### src/rtl/accum_bank_if.sv
// accum_bank_if: control, sample stream, status and snapshot readout bundle for accum_bank (ovf only with ACCUM_SAT_EN)
interface accum_bank_if #(
    parameter int DATA_W   = 12,
    parameter int POINTS   = 10,
    parameter int MEASURES = 100000,
    parameter int SUM_W    = 29
);
    localparam int PT_W   = $clog2(POINTS);
    localparam int MEAS_W = $clog2(MEASURES);

    logic              i_start;
    logic              i_abort;
    logic              i_cont;
    logic              i_sof;
    logic              i_s_valid;
    logic [DATA_W-1:0] i_s_data;
    logic [PT_W-1:0]   i_rd_addr;
    logic [SUM_W-1:0]  o_rd_data;
    logic              o_busy;
    logic              o_done;
    logic [MEAS_W-1:0] o_frame_cnt;
    logic              o_short_frame;
    logic              o_long_frame;
`ifdef ACCUM_SAT_EN
    logic              o_ovf;
`endif

    modport master (
        output i_start, i_abort, i_cont, i_sof, i_s_valid, i_s_data, i_rd_addr,
        input  o_rd_data, o_busy, o_done, o_frame_cnt, o_short_frame, o_long_frame
`ifdef ACCUM_SAT_EN
        , input o_ovf
`endif
    );

    modport slave (
        input  i_start, i_abort, i_cont, i_sof, i_s_valid, i_s_data, i_rd_addr,
        output o_rd_data, o_busy, o_done, o_frame_cnt, o_short_frame, o_long_frame
`ifdef ACCUM_SAT_EN
        , output o_ovf
`endif
    );
endinterface

### src/rtl/accum_bank.sv
// accum_bank: point-wise frame accumulator with start/abort FSM and double-buffered addressed snapshot; ACCUM_SAT_EN selects saturating adds plus ovf flag
module accum_bank #(
    parameter int DATA_W   = 12,
    parameter int POINTS   = 10,
    parameter int MEASURES = 100000,
    parameter int SUM_W    = 29
) (
    input logic         clk,
    input logic         rst_n,
    accum_bank_if.slave bus
);
    localparam int PT_W   = $clog2(POINTS);
    localparam int MEAS_W = $clog2(MEASURES);
    // point counter one bit wider so that the value POINTS means "frame complete, waiting for sof"
    localparam int CNT_W  = PT_W + 1;
    localparam logic [CNT_W-1:0]  PT_FULL  = CNT_W'(POINTS);
    localparam logic [CNT_W-1:0]  PT_LAST  = CNT_W'(POINTS - 1);
    localparam logic [MEAS_W-1:0] CNT_LAST = MEAS_W'(MEASURES - 1);

    typedef enum logic [1:0] {S_IDLE, S_WAIT_SOF, S_ACCUM, S_DUMP} state_t;

    state_t            r_state, w_state_nxt;
    logic [SUM_W-1:0]  r_acc     [POINTS];
    logic [SUM_W-1:0]  r_snap    [POINTS];
    logic [SUM_W-1:0]  w_base    [POINTS];
    logic [SUM_W-1:0]  w_acc_nxt [POINTS];
    logic [SUM_W-1:0]  w_sel, w_sum, w_rd, r_rd;
    logic [CNT_W-1:0]  r_pt, w_bpt, w_idx, w_pt_nxt;
    logic [MEAS_W-1:0] r_cnt, w_bcnt, w_cnt_nxt;
    logic [DATA_W-1:0] r_carry_d;
    logic              r_cont, r_short, r_long, r_carry_v;
    logic              w_abort, w_start, w_dump, w_run, w_clr, w_v, w_mid;
    logic              w_short, w_wr, w_long, w_cmp, w_fin_s, w_fin_c, w_fin, w_wr_acc;
`ifdef ACCUM_SAT_EN
    logic [SUM_W:0]    w_sum_x;
    logic              w_sat, r_ovf;
`endif

    assign w_abort  = bus.i_abort;
    assign w_start  = (r_state == S_IDLE) && bus.i_start && !w_abort;
    assign w_dump   = (r_state == S_DUMP) && !w_abort;
    assign w_run    = !w_abort && (r_state == S_WAIT_SOF || r_state == S_ACCUM || (r_state == S_DUMP && r_cont));
    assign w_clr    = w_abort || (r_state == S_DUMP && !r_cont);
    // in DUMP the base is a fresh frame, seeded with a sof sample held back from a short final frame
    assign w_bpt    = (r_state == S_DUMP) ? CNT_W'(r_carry_v) : r_pt;
    assign w_bcnt   = (r_state == S_DUMP) ? '0 : r_cnt;
    assign w_v      = bus.i_s_valid && w_run;
    assign w_mid    = (w_bpt != '0) && (w_bpt != PT_FULL);
    assign w_short  = w_v && bus.i_sof && w_mid;
    assign w_wr     = w_v && (bus.i_sof || w_mid);
    assign w_long   = w_v && !bus.i_sof && (w_bpt == PT_FULL);
    assign w_idx    = bus.i_sof ? '0 : w_bpt;
    assign w_cmp    = w_wr && (w_idx == PT_LAST);
    assign w_fin_s  = w_short && (w_bcnt == CNT_LAST);
    assign w_fin_c  = w_cmp && !w_short && (w_bcnt == CNT_LAST);
    assign w_fin    = w_fin_s || w_fin_c;
    // a sof that ends a short final frame belongs to the next run, so it is carried past DUMP
    assign w_wr_acc = w_wr && !w_fin_s;
    assign w_pt_nxt = w_fin ? '0 : (w_wr ? w_idx + CNT_W'(1) : w_bpt);
    assign w_cnt_nxt = w_fin ? '0 : w_bcnt + MEAS_W'(w_short) + MEAS_W'(w_cmp);

`ifdef ACCUM_SAT_EN
    assign w_sum_x  = {1'b0, w_sel} + (SUM_W + 1)'(bus.i_s_data);
    assign w_sat    = w_sum_x[SUM_W];
    assign w_sum    = w_sat ? '1 : w_sum_x[SUM_W-1:0];
`else
    assign w_sum    = w_sel + SUM_W'(bus.i_s_data);
`endif

    // Accumulation base per point, addend selection and snapshot read mux
    always_comb begin
        w_sel = '0;
        w_rd  = '0;
        for (int i = 0; i < POINTS; i++) begin
            w_base[i] = (r_state == S_DUMP) ? ((i == 0 && r_carry_v) ? SUM_W'(r_carry_d) : '0) : r_acc[i];
            if (w_idx == CNT_W'(i)) w_sel = w_base[i];
            if (bus.i_rd_addr == PT_W'(i)) w_rd = r_snap[i];
        end
    end

    // Updated sums: the addressed point takes the new sum, the others keep the base
    always_comb begin
        for (int i = 0; i < POINTS; i++)
            w_acc_nxt[i] = (w_wr_acc && w_idx == CNT_W'(i)) ? w_sum : w_base[i];
    end

    // Next state: abort dominates, DUMP returns to IDLE unless the run is continuous
    always_comb begin
        w_state_nxt = r_state;
        w_state_nxt = w_abort ? S_IDLE :
                      (r_state == S_IDLE) ? (bus.i_start ? S_WAIT_SOF : S_IDLE) :
                      (r_state == S_DUMP && !r_cont) ? S_IDLE :
                      w_fin ? S_DUMP :
                      (w_pt_nxt == '0) ? S_WAIT_SOF : S_ACCUM;
    end

    // FSM state register
    always_ff @(posedge clk or negedge rst_n) begin
        if (!rst_n) r_state <= S_IDLE;
        else        r_state <= w_state_nxt;
    end

    // Sums, snapshot, counters, flags and registered readout
    always_ff @(posedge clk or negedge rst_n) begin
        if (!rst_n) begin
            for (int i = 0; i < POINTS; i++) begin
                r_acc[i]  <= '0;
                r_snap[i] <= '0;
            end
            r_pt      <= '0;
            r_cnt     <= '0;
            r_cont    <= 1'b0;
            r_short   <= 1'b0;
            r_long    <= 1'b0;
            r_carry_v <= 1'b0;
            r_carry_d <= '0;
            r_rd      <= '0;
`ifdef ACCUM_SAT_EN
            r_ovf     <= 1'b0;
`endif
        end else begin
            r_rd <= w_rd;
            if (w_dump)
                for (int i = 0; i < POINTS; i++) r_snap[i] <= r_acc[i];
            if (w_start) begin
                r_cont  <= bus.i_cont;
                r_short <= 1'b0;
                r_long  <= 1'b0;
`ifdef ACCUM_SAT_EN
                r_ovf   <= 1'b0;
`endif
            end else if (w_run) begin
                r_short <= r_short | w_short;
                r_long  <= r_long | w_long;
`ifdef ACCUM_SAT_EN
                r_ovf   <= r_ovf | (w_sat && w_wr_acc);
`endif
            end
            if (w_clr) begin
                for (int i = 0; i < POINTS; i++) r_acc[i] <= '0;
                r_pt      <= '0;
                r_cnt     <= '0;
                r_carry_v <= 1'b0;
            end else if (w_run) begin
                for (int i = 0; i < POINTS; i++) r_acc[i] <= w_acc_nxt[i];
                r_pt      <= w_pt_nxt;
                r_cnt     <= w_cnt_nxt;
                r_carry_v <= w_fin_s;
                r_carry_d <= bus.i_s_data;
            end
        end
    end

    assign bus.o_rd_data     = r_rd;
    assign bus.o_busy        = (r_state != S_IDLE);
    assign bus.o_done        = w_dump;
    assign bus.o_frame_cnt   = r_cnt;
    assign bus.o_short_frame = r_short;
    assign bus.o_long_frame  = r_long;
`ifdef ACCUM_SAT_EN
    assign bus.o_ovf         = r_ovf;
`endif
endmodule
### src/flat_wrapper.sv
// flat-port wrapper written by rule: the top's interface ports become plain ports
module accum_bank_flat 
#(
    parameter int DATA_W   = 12,
    parameter int POINTS   = 10,
    parameter int MEASURES = 100000,
    parameter int SUM_W    = 29
)
  (clk, rst_n, bus_i_start, bus_i_abort, bus_i_cont, bus_i_sof, bus_i_s_valid, bus_i_s_data, bus_i_rd_addr, bus_o_rd_data, bus_o_busy, bus_o_done, bus_o_frame_cnt, bus_o_short_frame, bus_o_long_frame);
  accum_bank_if #(.DATA_W(DATA_W), .POINTS(POINTS), .MEASURES(MEASURES), .SUM_W(SUM_W)) bus_i ();
  input logic clk;
  input logic rst_n;
  input wire logic [$bits(bus_i.i_start)-1:0] bus_i_start;
  input wire logic [$bits(bus_i.i_abort)-1:0] bus_i_abort;
  input wire logic [$bits(bus_i.i_cont)-1:0] bus_i_cont;
  input wire logic [$bits(bus_i.i_sof)-1:0] bus_i_sof;
  input wire logic [$bits(bus_i.i_s_valid)-1:0] bus_i_s_valid;
  input wire logic [$bits(bus_i.i_s_data)-1:0] bus_i_s_data;
  input wire logic [$bits(bus_i.i_rd_addr)-1:0] bus_i_rd_addr;
  output wire logic [$bits(bus_i.o_rd_data)-1:0] bus_o_rd_data;
  output wire logic [$bits(bus_i.o_busy)-1:0] bus_o_busy;
  output wire logic [$bits(bus_i.o_done)-1:0] bus_o_done;
  output wire logic [$bits(bus_i.o_frame_cnt)-1:0] bus_o_frame_cnt;
  output wire logic [$bits(bus_i.o_short_frame)-1:0] bus_o_short_frame;
  output wire logic [$bits(bus_i.o_long_frame)-1:0] bus_o_long_frame;
  assign bus_i.i_start = bus_i_start;
  assign bus_i.i_abort = bus_i_abort;
  assign bus_i.i_cont = bus_i_cont;
  assign bus_i.i_sof = bus_i_sof;
  assign bus_i.i_s_valid = bus_i_s_valid;
  assign bus_i.i_s_data = bus_i_s_data;
  assign bus_i.i_rd_addr = bus_i_rd_addr;
  assign bus_o_rd_data = bus_i.o_rd_data;
  assign bus_o_busy = bus_i.o_busy;
  assign bus_o_done = bus_i.o_done;
  assign bus_o_frame_cnt = bus_i.o_frame_cnt;
  assign bus_o_short_frame = bus_i.o_short_frame;
  assign bus_o_long_frame = bus_i.o_long_frame;
  accum_bank #(.DATA_W(DATA_W), .POINTS(POINTS), .MEASURES(MEASURES), .SUM_W(SUM_W)) u_core (.clk(clk), .rst_n(rst_n), .bus(bus_i));
endmodule
### config.mk
export PLATFORM = sky130hd
export DESIGN_NAME = accum_bank_flat
export DESIGN_NICKNAME = d
export VERILOG_FILES = /design/src/rtl/accum_bank_if.sv /design/src/rtl/accum_bank.sv /design/src/flat_wrapper.sv
export SDC_FILE = /design/constraint.sdc
export NUM_CORES = 1
export LEC_CHECK = 0
export ABC_AREA = 1
export BUFFER_PORTS_ARGS = -buffer_cell sky130_fd_sc_hd__buf_4
export CORE_MARGIN = 2
export CORE_UTILIZATION = 37
export DETAILED_ROUTE_END_ITERATION = 10
export GPL_TIMING_DRIVEN = 0
export SLEW_MARGIN = 30
export SYNTH_ARGS = -nofsm -noshare
export SYNTH_HDL_FRONTEND = slang
export SYNTH_SLANG_ARGS = --single-unit
### constraint.sdc
create_clock -name clk -period 11.9 [get_ports clk]
set_input_delay 1.785 -clock clk [delete_from_list [all_inputs] [get_ports clk]]
set_output_delay 1.785 -clock clk [all_outputs]
set_load 0.005 [all_outputs]
==> flow_metrics.env, run 1 <==
export IMPL_hold_violations=0
export IMPL_tns_ns=0
export IMPL_cts_buffers=74
export IMPL_p_leak_nw=17.9
export IMPL_drive_gt1_share_pct=8.47
export IMPL_end_kind="flip-flop"
export IMPL_design_area_mm2=0.0380
export IMPL_drc=0
export IMPL_dpl_cell_area_mm2=0.0355
export IMPL_syn_nets=4368
export IMPL_grt_busiest_layer="met2"
export IMPL_seq_area_mm2=0.0162
export IMPL_gr_usage_met2_pct=44.8
export IMPL_yosys_most_used_dff="dfrtp_1"
export IMPL_cp_start_kind="primary input"
export IMPL_p_int_w=0.00441
export IMPL_firstDrtPassIters=8
export IMPL_vias=32600
export IMPL_postCtsHoldBufs=0
export IMPL_path_class="in2reg"
export IMPL_rsz0062_at_grt="no"
export IMPL_grt_overflow_total=0
export IMPL_initial_core_util_pct=37.5
export IMPL_ys_top_cells_by_area="dfrtp_1 49%, nand2_1 14%, o21ai_0 9.5%"
export IMPL_status="completed"
export IMPL_post_place_ws_ns=3.28
export IMPL_setup_viol=0
export IMPL_cts_sinks=649
export IMPL_path_clk_slew_ns=0.06
export IMPL_drt_first_iter_violations=4571
export IMPL_dieArea_mm2=0.0922
export IMPL_crit_top_cell="nand2_1"
export IMPL_power_w=0.00661
export IMPL_antenna_found_initial=6
export IMPL_fin_hold_ws_ns=0.468
export IMPL_seq_area_frac_synth_pct=48.9
export IMPL_postRouteAntennaNets=0
export IMPL_cap_violations=0
export IMPL_synth_commonest_cells="1225 x nand2_1, 649 x dfrtp_1, 628 x o21ai_0"
export IMPL_tightest_slew_ns=1.13
export IMPL_die_y_um=304
export IMPL_synth_most_common_cell="nand2_1"
export IMPL_synth_area_per_cell_um2=7.68
export IMPL_multiInputGateArea_mm2=0.0143
export IMPL_ir_drop_uv=97.0
export IMPL_routedWlPerCell_um=24.9
export IMPL_root_buffer="clkbuf_16"
export IMPL_power_frac_comb_pct=20.4
export IMPL_grt_first_pass_wirelength_um=206000
export IMPL_grt_max_degree=82
export IMPL_pwr_share_clk_pct=36.5
export IMPL_fmax_ghz=0.122
export IMPL_power_switching_w=0.00220
export IMPL_crit_arrival_ns=8.66
export IMPL_rows=109
export IMPL_ioPinCount=73
export IMPL_grtUsageMet1_pct=41.5
export IMPL_hold_path_class="reg2reg"
export IMPL_grt_util_all_layers_pct=30.1
export IMPL_gp_congestion=0.983
export IMPL_synth_edf_count=0
export IMPL_swShare_pct=33.3
export IMPL_synthesis_area_mm2=0.0332
export IMPL_seqPwrFrac_pct=43.1
export IMPL_finalCritPeriodShare_pct=68.8
export IMPL_met3_usage_pct=5.76
export IMPL_yosysUniqueCellTypes=58
export IMPL_critPathMaxFanout=10
export IMPL_yosys_area_top_type="dfrtp_1"
export IMPL_ctsHtreeMaxLevel=3
export IMPL_grt_pass1_vias=30300
export IMPL_cts_tree="built"
export IMPL_dp_final_hpwl_um=106000
export IMPL_diodes=0
export IMPL_worst_slack_ns=3.71
export IMPL_cts_resized=0
export IMPL_insertion_delay_ns=0.64
export IMPL_cp_slowest_cell="nor2_1"
export IMPL_vias_per_cell=5.71
export IMPL_crit_required_ns=12.37
export IMPL_core_area_mm2=0.0886
export IMPL_cpPeakStageDelay_ns=0.70
export IMPL_syn2layout_area_growth_pct=14.4
export IMPL_port_buffers=72
export IMPL_synth_top_area_share_pct=48.9
export IMPL_die_width_um=304
export IMPL_async_reset_ff_share_pct=100
export IMPL_yosys_warnings=0
export IMPL_postCtsSetupRepairBufs=0
export IMPL_fin_nets=4525
export IMPL_skew_ns=0.0257
export IMPL_fillerInstances=9219
export IMPL_fin_crit_ns=8.19
export IMPL_synth_seq_cells=649
export IMPL_cts_path_max_buffers=3
export IMPL_slew_headroom_pct=24.7
export IMPL_routed_wl_um=142000
export IMPL_synth_cells=4325
export IMPL_power_density_mw_per_mm2=174
export IMPL_timing_final_max_slew_violations=0
[metrics by stage]
step | std cells | util (%)
2_1_floorplan | 4325 | -
3_3_place_gp | 5562 | 39.7
3_5_place_dp | 5571 | 40.1
4_1_cts | 5700 | 42.9
5_1_grt | 5700 | 42.9
6_report | 5700 | 42.9
[cell usage in the layout (no fill, tap or decap), types with 16 or more instances in the layout]
cell type  synthesis  layout
nand2_2           20      20
o211ai_1          17      17
o21ai_0          628     628
a211oi_1          36      36
nand4_1           40      40
nor2_1           334     334
a21oi_1          112     112
ha_1              18      18
clkbuf_16          0      77
nand3_1          265     265
inv_1            368     368
buf_4              6      78
nor3_1            22      20
nor2_2            16      16
inv_2             23      23
a31oi_1           23      23
buf_2             43      44
o31ai_1           20      20
a221oi_1          33      33
clkbuf_8           0      19
dfrtp_1          649     649
clkbuf_1         218     219
o21ai_1           43      43
nand2_1         1225    1225
[per-layer routing]
metal / vias up / wire length (um)
met4: 0 / 8570
met3: 414 / 14000
met2: 1852 / 60600
met5: - / 0
li1: 14400 / -
met1: 15800 / 58500
[worst max-delay path, delay by kind of cell]
kind	cells	cell delay, ns
buffers and inverters	8	1.85
adder cells (fa/ha/maj)	2	0.76
AO/OA/AOI/OAI	6	1.40
AND/OR/NAND/NOR	17	2.78
[area by class of cell]
class,count,share of cell area [%]
Multi-Input combinational cell,2991,37.7
Clock buffer,109,5.89
Sequential cell,649,42.7
Tap cell,1165,3.84
Clock inverter,20,0.685
Inverter,395,3.91
Buffer,290,3.25
Timing Repair Buffer,81,2.04
[power by group through the flow]
stage                     Clock (W)  Combinational, W  Sequential, W
after floorplan                   0          0.000749        0.00280
after global placement            0           0.00129        0.00287
after detailed placement          0           0.00132        0.00287
after CTS                   0.00243           0.00132        0.00284
after global routing        0.00251           0.00146        0.00289
final                       0.00241           0.00135        0.00285
[kinds of logic (layout without fill, tap and decap cells)]
group / count (synthesis) / count (layout) / synth area share [%]
xor+xnor: 22 / 22 / 0.659
simple gates: 1971 / 1971 / 25.2
flops: 649 / 649 / 48.9
compound gates: 978 / 978 / 16.3
fa+ha+maj: 20 / 20 / 0.798
buf+inv: 685 / 895 / 8.15
[final timing paths]
path	from	end	slack (ns)	depth (start not counted)
max	bus_i_sof	u_core.r_acc[253]	3.71	33
min	u_core.r_snap[224]	u_core.r_snap[224]	0.47	2
max reg2reg	u_core.r_state[0]	u_core.r_acc[253]	3.75	32
min reg2reg	u_core.r_snap[224]	u_core.r_snap[224]	0.47	2
max in group asynchronous	rst_n	u_core.bus.o_rd_data[1]	9.28	4
min in group asynchronous	rst_n	u_core.r_acc[83]	1.03	1
[flip-flops by register name (all words and copies together), names as in the netlist]
signal	flops
u_core.r_acc	290
u_core.r_snap	290
u_core.bus.o_rd_data	29
u_core.bus.o_frame_cnt	17
u_core.r_carry_d	12
u_core.r_pt	5
u_core.r_state	2
u_core.bus.o_long_frame	1
u_core.bus.o_short_frame	1
u_core.r_carry_v	1
u_core.r_cont	1
No activity file was read; power rests on OpenSTA's default activity.
==> run 2: changes to the inputs <==
==> constraint.sdc (replaced) <==
create_clock -name clk -period 7.56 [get_ports clk]
set_input_delay 1.134 -clock clk [delete_from_list [all_inputs] [get_ports clk]]
set_output_delay 1.134 -clock clk [all_outputs]
set_load 0.005 [all_outputs]
==> flow_metrics.env, run 2 (synthesis results as in run 1) <==
export IMPL_status="completed"
export IMPL_final_common_cell="nand2_1"
export IMPL_drt_first_iter_violations=4673
export IMPL_cp_start_kind="flip-flop"
export IMPL_end_kind="flip-flop"
export IMPL_r2r_end="u_core.r_acc[279]"
export IMPL_insertion_delay_ns=0.64
export IMPL_seqPwrFrac_pct=43.1
export IMPL_postCtsSetupRepairBufs=0
export IMPL_cap_violations=0
export IMPL_crit_reg2reg_launch="u_core.r_state[0]"
export IMPL_ir_drop_uv=153
export IMPL_finalNonFillerCells=5700
export IMPL_r2r_cells=27
export IMPL_power_switching_w=0.00347
export IMPL_timing_final_max_slew_violations=0
export IMPL_syn2layout_area_growth_pct=14.6
export IMPL_critPathMaxFanout=10
export IMPL_swShare_pct=33.4
export IMPL_slew_headroom_pct=27.7
export IMPL_hold_violations=0
export IMPL_fillerInstances=9218
export IMPL_routed_wl_um=142000
export IMPL_p_int_w=0.00694
export IMPL_rrSetupSlack_ns=0.16
export IMPL_fin_nets=4525
export IMPL_grt_util_all_layers_pct=30.1
export IMPL_power_frac_comb_pct=20.4
export IMPL_power_density_mw_per_mm2=274
export IMPL_cts_sinks=649
export IMPL_pwr_share_clk_pct=36.5
export IMPL_p_leak_nw=17.9
export IMPL_rsz0062_at_grt="no"
export IMPL_grt_first_pass_wirelength_um=206000
export IMPL_placed_cells=5571
export IMPL_antenna_found_initial=6
export IMPL_gp_congestion=0.983
export IMPL_post_place_ws_ns=-0.412
export IMPL_cts_tree="built"
export IMPL_ctsHtreeMaxLevel=3
export IMPL_diodes=0
export IMPL_die_width_um=304
export IMPL_grt_pass1_vias=30300
export IMPL_worst_slack_ns=0.161
export IMPL_grt_max_degree=82
export IMPL_core_area_mm2=0.0886
export IMPL_root_buffer="clkbuf_16"
export IMPL_skew_ns=0.0269
export IMPL_path_clk_slew_ns=0.06
export IMPL_fin_util_pct=42.9
export IMPL_fin_crit_ns=7.40
export IMPL_tns_ns=0
export IMPL_ioPinCount=73
export IMPL_drive_gt1_share_pct=8.62
export IMPL_fmax_ghz=0.135
export IMPL_vias=32700
export IMPL_die_y_um=304
export IMPL_crit_arrival_ns=7.87
export IMPL_routedWlPerCell_um=24.9
export IMPL_path_class="reg2reg"
export IMPL_dieArea_mm2=0.0922
export IMPL_grt_overflow_total=0
export IMPL_tightest_slew_ns=1.08
export IMPL_initial_core_util_pct=37.5
export IMPL_cts_buffers=74
export IMPL_dp_final_hpwl_um=106000
export IMPL_port_buffers=72
export IMPL_crit_required_ns=8.03
export IMPL_setup_viol=0
export IMPL_finalCritPeriodShare_pct=97.9
export IMPL_drc=0
export IMPL_postRouteAntennaNets=0
export IMPL_hold_path_class="in2async"
export IMPL_cts_path_max_buffers=3
export IMPL_firstDrtPassIters=9
export IMPL_vias_per_cell=5.74
export IMPL_final_cell_mix="1224 x nand2_1, 649 x dfrtp_1, 627 x o21ai_0"
export IMPL_rows=109
[run 2: changes by cell type in the layout (fill, tap and decap cells not counted), sizes merged]
cell,change
buf,-4
inv,-1
clkbuf,+4
clkinvlp,+1
[run 2: timing repair]
item,CTS,global route
hold buffers,0,0
resized for setup,6,11
setup endpoints to repair,41,107
[run 2: power by group through the flow]
| stage | clock network (W) | logic (W) | registers (W) |
|---|---|---|---|
| after CTS | 0.00382 | 0.00208 | 0.00447 |
| after floorplan | 0 | 0.00118 | 0.00441 |
| final | 0.00380 | 0.00213 | 0.00449 |
| after global placement | 0 | 0.00203 | 0.00451 |
| after detailed placement | 0 | 0.00208 | 0.00452 |
| after global routing | 0.00396 | 0.00230 | 0.00455 |
[run 2: how the worst max path moves through the flow]
stage	from	endpoint	slack [ns]	cells after the start
after floorplan	bus_i_sof	u_core.r_acc[284]	2.07	37
after global placement	rst_n	u_core.r_snap[235]	-2.39	1
after detailed placement	bus_i_sof	u_core.r_acc[50]	-0.41	33
after CTS	u_core.r_state[0]	u_core.r_acc[253]	0.06	34
after global routing	u_core.r_state[0]	u_core.r_acc[253]	0.02	38
final	u_core.r_state[0]	u_core.r_acc[279]	0.16	27
[run 2: critical path, cell delays in order (launching register included)]
cell	delay (ns)
dfrtp_1	0.35
ha_1	0.20
buf_4	0.23
clkbuf_4	0.36
clkbuf_4	0.37
buf_2	0.38
clkbuf_4	0.44
clkbuf_1	0.49
o21ai_0	0.25
a311oi_1	0.51
o21ai_0	0.19
a31oi_1	0.33
a31oi_1	0.20
ha_1	0.38
nand2_1	0.10
a21oi_1	0.04
a211oi_1	0.27
o221ai_1	0.15
a21oi_1	0.36
inv_1	0.27
nand3_1	0.30
inv_2	0.07
nand3_2	0.13
nand2_1	0.07
nand2_1	0.15
clkinvlp_4	0.30
o21ai_0	0.25
nor2_1	0.07
[run 2: per-layer routing]
layer	global-route usage (%)	vias up	share of wire (%)
li1	-	14500	-
met1	41.5	16000	41
met2	44.7	1839	43
met3	5.92	404	9.9
met4	16.1	0	6.1
met5	0	-	0
[run 2: final cells by class]
cell class	instances	area, um2	area share, %
repair buffers	82	787	2.07
clock inverters	20	260	0.684
flip-flops and latches	649	16200	42.7
inverters	395	1490	3.92
multi-input cells	2991	14300	37.7
plain buffers	289	1260	3.31
clock buffers	109	2240	5.88
well taps	1165	1460	3.83
[run 2: per-stage QoR]
step	power (W)	hold slack, ns	instance area (um2)
2_1_floorplan	0.00559	0.437	33200
3_3_place_gp	0.00654	0.448	35200
3_5_place_dp	0.00660	0.457	35500
4_1_cts	0.0104	0.382	38000
5_1_grt	0.0108	0.396	38100
6_report	0.0104	0.378	38100
